## config.mk

```make
export PLATFORM = sky130hd
export DESIGN_NAME = sram_march_ctrl
export DESIGN_NICKNAME = d
export VERILOG_FILES = /design/src/rtl/sram_march_ctrl.sv
export SDC_FILE = /design/constraint.sdc
export NUM_CORES = 1
export LEC_CHECK = 0
export ABC_AREA = 1
export CORE_MARGIN = 2
export CORE_UTILIZATION = 50
export DETAILED_ROUTE_END_ITERATION = 16
export GPL_TIMING_DRIVEN = 0
export HOLD_SLACK_MARGIN = 0.15
export PLACE_DENSITY = 0.79
export SYNTH_ARGS = -nofsm -noshare
export SYNTH_HDL_FRONTEND = slang
export SYNTH_SLANG_ARGS = --single-unit
```

## constraint.sdc

```tcl
create_clock -name clk -period 4 [get_ports clk]
set_input_delay 0.8 -clock clk [delete_from_list [all_inputs] [get_ports clk]]
set_output_delay 0.8 -clock clk [all_outputs]
set_load 0.02 [all_outputs]
```

## src/rtl/sram_march_ctrl.sv

```systemverilog
`default_nettype none
// ============================================================================
// Module   : sram_march_ctrl
// Purpose  : March C- BIST sequencer for a single-port SRAM macro with
//            programmable data background; optional SRAM_MARCH_STOP_ON_FAIL_EN
//            ends the run at the first mismatch.
// Revision : 1.0 - initial release
// ============================================================================
module sram_march_ctrl #(
  parameter int ADDR_W = 10,
  parameter int DATA_W = 8
) (
  input  logic              clk,
  input  logic              rst,
  input  logic              start,
  input  logic [DATA_W-1:0] pattern,
  output logic              sram_men,
  output logic              sram_wen,
  output logic              sram_ren,
  output logic [ADDR_W-1:0] sram_addr,
  output logic [DATA_W-1:0] sram_din,
  input  logic [DATA_W-1:0] sram_dout,
  output logic              busy,
  output logic              done,
  output logic              pass,
  output logic [ADDR_W-1:0] fail_addr,
  output logic [DATA_W-1:0] fail_exp,
  output logic [DATA_W-1:0] fail_got,
  output logic [7:0]        fail_cnt
);

  typedef enum logic [1:0] {
    S_IDLE  = 2'd0,
    S_RUN   = 2'd1,
    S_DRAIN = 2'd2,
    S_DONE  = 2'd3
  } state_t;

  localparam logic [ADDR_W-1:0] c_addr_last = '1;
  localparam logic [ADDR_W-1:0] c_addr_one  = ADDR_W'(1);
  localparam logic [2:0]        c_elem_last = 3'd5;
  localparam logic [7:0]        c_cnt_max   = 8'hFF;

  // Elements 1..4 are read-then-write pairs; 3 and 4 walk downwards.
  function automatic logic f_pair(input logic [2:0] e);
    return (e != 3'd0) && (e != c_elem_last);
  endfunction

  function automatic logic f_down(input logic [2:0] e);
    return (e == 3'd3) || (e == 3'd4);
  endfunction

  function automatic logic f_read(input logic [2:0] e, input logic ph);
    return (e == c_elem_last) || (f_pair(e) && !ph);
  endfunction

  function automatic logic [DATA_W-1:0] f_data(input logic [2:0] e, input logic ph,
                                               input logic [DATA_W-1:0] p);
    logic inv;
    inv = ((e == 3'd1) || (e == 3'd3)) ? ph :
          ((e == 3'd2) || (e == 3'd4)) ? !ph : 1'b0;
    return inv ? ~p : p;
  endfunction

  state_t            r_state, w_state_nxt;
  logic [2:0]        r_elem, w_elem_nxt;
  logic              r_phase, w_phase_nxt;
  logic [ADDR_W-1:0] r_addr, w_addr_nxt;
  logic [DATA_W-1:0] r_pat, w_pat_nxt;
  logic              r_cmp_valid;
  logic [ADDR_W-1:0] r_cmp_addr;
  logic [DATA_W-1:0] r_cmp_exp;

  logic              w_term, w_run_nxt, w_ren_nxt, w_wen_nxt;
  logic [DATA_W-1:0] w_din_nxt;
  logic [ADDR_W-1:0] w_maddr_nxt;
  logic              w_mis, w_first, w_count, w_stop;
  logic [7:0]        w_cnt_nxt;

  assign w_term  = f_down(r_elem) ? (r_addr == '0) : (r_addr == c_addr_last);
  assign w_mis   = r_cmp_valid && (sram_dout != r_cmp_exp);
  assign w_first = w_mis && (fail_cnt == 8'd0);

`ifdef SRAM_MARCH_STOP_ON_FAIL_EN
  assign w_count = w_first;
  assign w_stop  = w_first;
`else
  assign w_count = w_mis;
  assign w_stop  = 1'b0;
`endif

  assign w_cnt_nxt = (w_count && (fail_cnt != c_cnt_max)) ? fail_cnt + 8'd1 : fail_cnt;

  always_comb begin
    w_state_nxt = r_state;
    w_elem_nxt  = r_elem;
    w_phase_nxt = r_phase;
    w_addr_nxt  = r_addr;
    w_pat_nxt   = r_pat;
    case (r_state)
      S_IDLE: begin
        if (start) begin
          w_state_nxt = S_RUN;
          w_pat_nxt   = pattern;
          w_elem_nxt  = 3'd0;
          w_phase_nxt = 1'b0;
          w_addr_nxt  = '0;
        end
      end
      S_RUN: begin
        if (w_stop) begin
          w_state_nxt = S_DRAIN;
        end else if (f_pair(r_elem) && !r_phase) begin
          w_phase_nxt = 1'b1;
        end else begin
          w_phase_nxt = 1'b0;
          if (w_term) begin
            if (r_elem == c_elem_last) begin
              w_state_nxt = S_DRAIN;
            end else begin
              w_elem_nxt = r_elem + 3'd1;
              w_addr_nxt = f_down(r_elem + 3'd1) ? c_addr_last : '0;
            end
          end else begin
            w_addr_nxt = f_down(r_elem) ? r_addr - c_addr_one : r_addr + c_addr_one;
          end
        end
      end
      S_DRAIN: w_state_nxt = S_DONE;
      default: w_state_nxt = S_IDLE;
    endcase
  end

  // Macro controls are decoded from next-state so they leave straight from flops.
  assign w_run_nxt   = (w_state_nxt == S_RUN);
  assign w_ren_nxt   = w_run_nxt && f_read(w_elem_nxt, w_phase_nxt);
  assign w_wen_nxt   = w_run_nxt && !f_read(w_elem_nxt, w_phase_nxt);
  assign w_din_nxt   = w_wen_nxt ? f_data(w_elem_nxt, w_phase_nxt, w_pat_nxt) : '0;
  assign w_maddr_nxt = w_run_nxt ? w_addr_nxt : '0;

  always_ff @(posedge clk or posedge rst) begin
    if (rst) begin
      r_state     <= S_IDLE;
      r_elem      <= '0;
      r_phase     <= 1'b0;
      r_addr      <= '0;
      r_pat       <= '0;
      r_cmp_valid <= 1'b0;
      r_cmp_addr  <= '0;
      r_cmp_exp   <= '0;
      sram_men    <= 1'b0;
      sram_wen    <= 1'b0;
      sram_ren    <= 1'b0;
      sram_addr   <= '0;
      sram_din    <= '0;
      busy        <= 1'b0;
      done        <= 1'b0;
      pass        <= 1'b0;
      fail_addr   <= '0;
      fail_exp    <= '0;
      fail_got    <= '0;
      fail_cnt    <= '0;
    end else begin
      r_state     <= w_state_nxt;
      r_elem      <= w_elem_nxt;
      r_phase     <= w_phase_nxt;
      r_addr      <= w_addr_nxt;
      r_pat       <= w_pat_nxt;
      sram_men    <= w_run_nxt;
      sram_wen    <= w_wen_nxt;
      sram_ren    <= w_ren_nxt;
      sram_addr   <= w_maddr_nxt;
      sram_din    <= w_din_nxt;
      busy        <= w_run_nxt || (w_state_nxt == S_DRAIN);
      done        <= (w_state_nxt == S_DONE);
      // The read issued this cycle is checked against sram_dout next cycle.
      r_cmp_valid <= sram_ren;
      r_cmp_addr  <= sram_addr;
      r_cmp_exp   <= f_data(r_elem, r_phase, r_pat);
      if ((r_state == S_IDLE) && start) begin
        fail_addr <= '0;
        fail_exp  <= '0;
        fail_got  <= '0;
        fail_cnt  <= '0;
        pass      <= 1'b0;
      end else begin
        fail_cnt <= w_cnt_nxt;
        if (w_first) begin
          fail_addr <= r_cmp_addr;
          fail_exp  <= r_cmp_exp;
          fail_got  <= sram_dout;
        end
        if (w_state_nxt == S_DONE) begin
          pass <= (w_cnt_nxt == 8'd0);
        end
      end
    end
  end

endmodule
`default_nettype wire

```

## After elaboration in Yosys (flattened, before gate mapping)

Cells that the tools add are included.

- Flip-flop bits (word level): 101
- Input bits: 19
- Output and inout bits: 58
- Word-level logic and storage cells: 118

- $add $sub $neg: 4
- Equal/unequal tests: 22
- Muxes and demuxes: 41
- Bitwise operators: 2
- Reduce and logical (&&, ||, !) cells: 29

Operators with widths:

| cell | number |
|---|---|
| $mux 10 | 9 |
| $mux 8 | 11 |
| $pmux 10 s2 | 1 |
| $logic_not 8->1 | 2 |
| $not 8->8 | 2 |
| $eq 3x2->1 const B | 5 |
| $eq 3x3->1 const B | 5 |
| $mux 3 | 4 |
| $add 10x1->10 const B | 1 |
| $eq 10x10->1 const B | 1 |
| $logic_and 1x1->1 | 10 |
| $logic_not 10->1 | 1 |
| $sub 10x1->10 const B | 1 |
| $mux 1 | 9 |
| $add 8x1->8 const B | 1 |
| $logic_or 1x1->1 | 8 |
| $mux 2 | 4 |
| $ne 8x8->1 | 1 |
| $ne 8x8->1 const B | 1 |
| $eq 2x2->1 const B | 3 |
| $eq 3x1->1 const B | 2 |
| $ne 3x3->1 const B | 2 |
| $pmux 2 s3 | 1 |
| $pmux 3 s2 | 1 |
| other kinds (7) | 12 |

## Depth between registers and ports, before layout

- Word-level depth: 13
- Mapped depth: 21
- Gate-level depth less buffers: 21

## Worst setup path after synthesis

OpenSTA, ideal clock, no wires.

- Kind: reg2reg
- Start point: register r_elem[0]
- End point: register sram_addr[7]
- Arrival time: 2.239 ns
- Path slack: 1.631 ns
- Stages on the path, launching flop included: 16
- Period minus slack after synthesis: 2.369 ns
- Cells stage by stage: dfrtp_1 > inv_1 > ha_1 > inv_1 > nand2_2 > nand2_4 > inv_2 > ha_1 > a21oi_1 > o21ai_0 > a21oi_1 > nor2_1 > nor2_1 > xnor2_1 > o21ai_0 > a21oi_1

- Cells in the longest elaborated chain, start to end: 9

RTL lines:

| element | RTL line | source |
|---|---|---|
| start, declared | 66 | `logic [2:0] r_elem, w_elem_nxt;` |
| start signal, assigned | 165 | `r_elem <= w_elem_nxt;` |
| $add 3x1->3 | 122 | `w_addr_nxt = f_down(r_elem + 3'd1) ? c_addr_last : '0;` |
| $eq 3x2->1 / $eq 3x3->1 (equally long branches) | 50 | `return (e == 3'd3) \|\| (e == 3'd4);` |
| $logic_or 1x1->1 | 50 |  |
| $mux 10 | 122 |  |
| $mux 10 | 118 | `if (r_elem == c_elem_last) begin` |
| $mux 10 | 117 | `if (w_term) begin` |
| $mux 10 | 113 | `end else if (f_pair(r_elem) && !r_phase) begin` |
| $pmux 10 s2 | 100 | `case (r_state)` |
| $mux 10 (*) | 139 | `assign w_maddr_nxt = w_run_nxt ? w_addr_nxt : '0;` |
| net w_maddr_nxt[7] | 76 | `logic [ADDR_W-1:0] w_maddr_nxt;` |
| end signal, assigned | 172 | `sram_addr <= w_maddr_nxt;` |
| end, declared | 20 | `output logic [ADDR_W-1:0] sram_addr,` |

The timed path passes the listed nets; every way through them passes the cells marked *.
A chain may end at the register's enable or synchronous reset.

## Worst setup path after layout

- Start point: register r_elem[0]
- End point: register sram_addr[8]

- Cells in the longest elaborated chain, start to end: 9

RTL lines:

| element | RTL line | source |
|---|---|---|
| $add 3x1->3 | 122 |  |
| $eq 3x2->1 / $eq 3x3->1 (equally long branches) | 50 |  |
| $logic_or 1x1->1 | 50 |  |
| $mux 10 | 122 |  |
| $mux 10 | 118 |  |
| $mux 10 | 117 |  |
| $mux 10 (*) | 113 |  |
| $pmux 10 s2 (*) | 100 |  |
| net w_addr_nxt[8] | 68 | `logic [ADDR_W-1:0] r_addr, w_addr_nxt;` |
| $mux 10 (*) | 139 |  |
| net w_maddr_nxt[8] | 76 |  |

Marked as above.

==> metrics.csv <==
stage;metric;value;unit
pwr;Peak VDD IR;0.165;mV
global_routing;GR Overflow Total;0;
setup_path;Worst setup SP type;flip-flop;
sta;Setup Skew;8.33;ps
synthesis;Post-Synthesis Cells;575;
sta;Tcrit/Tclk final;0.715;
setup_path;Arr. time, crit path;3120;ps
setup_path;maximum fanout along the worst path;10;
cts;clock slew at reported path FFs;90;ps
cts;CTS tree;built;
synthesis;post-synthesis xor/xnor area fraction;0.0370;
synthesis;Seq/Total Area, Yosys;0.508;
synthesis;largest family of logic cells by synthesized area;simple AND/OR/NAND/NOR gates;
cts;root buf cell;clkbuf_8;
cts;Clock Sinks;101;
setup_path;CP Capture Type;flip-flop;
sta;Slew @ Worst Pin;919;ps
die;boundary pin count;77;
synthesis;ys flop type;dfrtp_1;
sta;final setup fails;0;
drt;total length of routed wires;11000;µm
die;Core Box Area;0.00973;mm²
synthesis;multiplexer share of the synthesized area;0;
cts;Clock Latency Late Sink;360;ps
die;initial core utilization;0.511;
global_routing;vias in the first global route;4132;
pwr;Comb pwr share;0.174;
placement;RePlAce Congestion;0.889;
pwr;sequential power share;0.523;
synthesis;simple-gate portion of the synthesized area;0.223;
synthesis;top cells by count, synth;nand2_1 (123), inv_1 (103), dfrtp_1 (101), nor2_1 (38), o21ai_0 (33);
cells_and_area;share of cells above drive strength 1;0.0778;
drt;average vias per placed instance;5.04;
pwr;Power Dens Cells;356;mW/mm²
cells_and_area;area grow syn2layout;23.5;%
global_routing;gr usage total;0.214;
die;die footprint;0.0108;mm²
cells_and_area;area of the multi-input gates;0.00201;mm²
die;row count;36;
synthesis;Yosys warning total;0;
cts;Post-CTS Resized;0;
setup_path;Worst EP required;4260;ps
sta;Slew Limit Fails;0;
global_routing;largest net degree at the start of global routing;67;
synthesis;Compound-Gate Fraction of Synth Area;0.0967;
drt;Iteration-0 DRC Markers;244;
cells_and_area;nets@finish;700;
global_routing;initial antenna violation count;0;
run_status;status;completed;
synthesis;top-count cell post-synth;nand2_1;
pwr;sw power;0.596;mW
synthesis;Adder-Cell Fraction of Synth Area;0.0468;
sta;minimum clock period;2860;ps
pwr;Clock Power Share;0.303;
sta;unrepaired setup endpoints after global routing;no;
sta;Rel. slew slack;0.383;
die;Die Wd;104;µm
placement;setup slack after placement;811;ps
global_routing;first-pass GRT wire length;18800;µm
pwr;Sw Share;0.273;
drt;Detailed Routing Iterations Pass 1;5;
cts;total CTS buffers;9;
placement;Buffers on Ports;76;
cells_and_area;FF+latch area;0.00253;mm²
cts;setup bufs post-CTS;0;
job;max_cap viols;0;
synthesis;EDFF count, synth;0;
pwr;P_leak;3.14;nW
pwr;Internal Pwr Total;1.59;mW
synthesis;syn_nets;612;
placement;DPL Wire Length;8110;µm
sta;final worst slack;1140;ps
sta;fmax;0.349;GHz
min_path;worst hold path class;flip-flop to flip-flop;
die;Die Ht;104;µm
drt;Routed wire per std cell;13.7;µm
sta;setup TNS;0;ps
synthesis;Distinct cells, synth;39;
cells_and_area;antenna cells;0;
setup_path;CP Class;flip-flop to flip-flop;
drt;Final ANT Viol Nets;0;
synthesis;Post-Syn Area;0.00497;mm²
synthesis;share of the synthesized area in the top cell type;0.508;
drt;Vias;4035;
synthesis;synth top area cells;dfrtp_1 (51%), nand2_1 (9.3%), inv_1 (7.8%);
cts;CTS Hold Bufs;0;
synthesis;Mean Syn Cell Area;8.65;µm²
sta;Final Hold Vio Count;0;
synthesis;register bit count reported by yosys;101;
drt;DRC viols;0;
cells_and_area;fin util;0.631;
cts;clock tree buffer depth;2;
synthesis;leading area contributor after synthesis;dfrtp_1;
cts;H-tree depth;3;
synthesis;fraction of registers with async set/reset;1.00;
sta;Hold WS;374;ps
cells_and_area;Fill cells;803;
-- area by class of cell --
type                       count  share of cell area
sequential                   101               0.412
multi-input combinational    359               0.327
timing repair buffer          77               0.128
inverter                     106              0.0652
tap                          133              0.0271
clock buffer                  11              0.0247
clock inverter                 5             0.00958
buffer                         9             0.00632
-- power by group through the flow --
stage | Clock (mW) | Sequential (mW) | Combinational [mW]
finish | 0.662 | 1.14 | 0.380
floorplan | 0 | 1.23 | 0.114
CTS | 0.677 | 1.14 | 0.382
global placement | 0 | 1.16 | 0.366
global route | 0.714 | 1.15 | 0.412
detailed placement | 0 | 1.16 | 0.378
-- worst paths after layout --
kind,slack [ps],cells past startpoint,end,start
max in group asynchronous,2530,3,fail_addr[6],rst
min in group asynchronous,820,2,r_cmp_exp[4],rst
worst max-delay path,1140,18,sram_addr[8],r_elem[0]
worst min-delay path,370,0,r_cmp_addr[1],sram_addr[1]
worst max register to register,1140,18,sram_addr[8],r_elem[0]
worst min register to register,370,0,r_cmp_addr[1],sram_addr[1]
-- state kept, by name, indices dropped and copies added (netlist names), 2 cells and up --
| signal | cells |
|---|---|
| fail_addr | 10 |
| r_addr | 10 |
| fail_cnt | 8 |
| fail_exp | 8 |
| fail_got | 8 |
| sram_addr | 10 |
| r_pat | 8 |
| r_cmp_addr | 10 |
| r_state | 2 |
| r_cmp_exp | 8 |
| sram_din | 8 |
| r_elem | 3 |
-- routing by layer --
layer	up-vias	routed length, µm	track usage
met5	-	0	0
met3	20	426	0.0352
met2	94	5650	0.374
li1	2002	-	-
met4	0	171	0.0734
met1	1919	4710	0.269
-- placed cells by master (no fill, tap or decap), types with 2 or more instances in the layout --
| cell | Yosys | routed |
|---|---|---|
| nand2_4 | 6 | 6 |
| clkinvlp_4 | 0 | 2 |
| nor2_2 | 4 | 4 |
| a31oi_1 | 2 | 2 |
| o21ai_0 | 33 | 33 |
| inv_1 | 103 | 102 |
| nor2_4 | 3 | 3 |
| xor2_1 | 18 | 18 |
| inv_2 | 2 | 2 |
| nand2_2 | 7 | 7 |
| nand3_2 | 2 | 2 |
| a21oi_1 | 19 | 19 |
| nand3_4 | 2 | 2 |
| dfrtp_1 | 101 | 101 |
| or2_2 | 2 | 2 |
| xnor2_1 | 3 | 3 |
| nor3_1 | 5 | 5 |
| o211ai_1 | 2 | 2 |
| nand3_1 | 29 | 29 |
| nor2_1 | 38 | 38 |
| o22ai_1 | 16 | 16 |
| o31ai_1 | 2 | 2 |
| o21ai_1 | 7 | 7 |
| clkbuf_8 | 0 | 11 |
| nand4_1 | 8 | 8 |
| clkbuf_1 | 4 | 4 |
| ha_1 | 17 | 17 |
| nor4_1 | 2 | 2 |
| clkdlybuf4s50_1 | 0 | 76 |
| buf_2 | 4 | 4 |
| nand2_1 | 123 | 123 |
-- critical path: stages, from the launching register on --
cell and delay (ps):
dfrtp_1 430, inv_1 100, ha_1 220, inv_1 70
nand2_2 70, nand2_4 120, inv_2 120, ha_1 360
nand3_1 90, nand2_1 90, nand2_1 60, o21ai_0 270
nand2_1 100, nand2_1 90, xor2_1 60, o21ai_0 240
nand3_1 150, nand2_1 90, inv_1 40
-- stage by stage --
| stage | cell area (µm²) | power (mW) | cells |
|---|---|---|---|
| finish | 6140 | 2.19 | 801 |
| global route | 6140 | 2.28 | 801 |
| CTS | 6140 | 2.20 | 801 |
| detailed placement | 5930 | 1.54 | 785 |
| global placement | 5900 | 1.53 | 784 |
| floorplan | 4970 | 1.35 | 575 |
-- kinds of logic after synthesis --
group,after synthesis
xor gates and xnor gates,21
and+or+nand+nor,234
adders and majority gates,18
buffers and inverters,115
AOI/OAI and AO/OA,86
DFF,101
No activity file was read; power rests on OpenSTA's default activity.
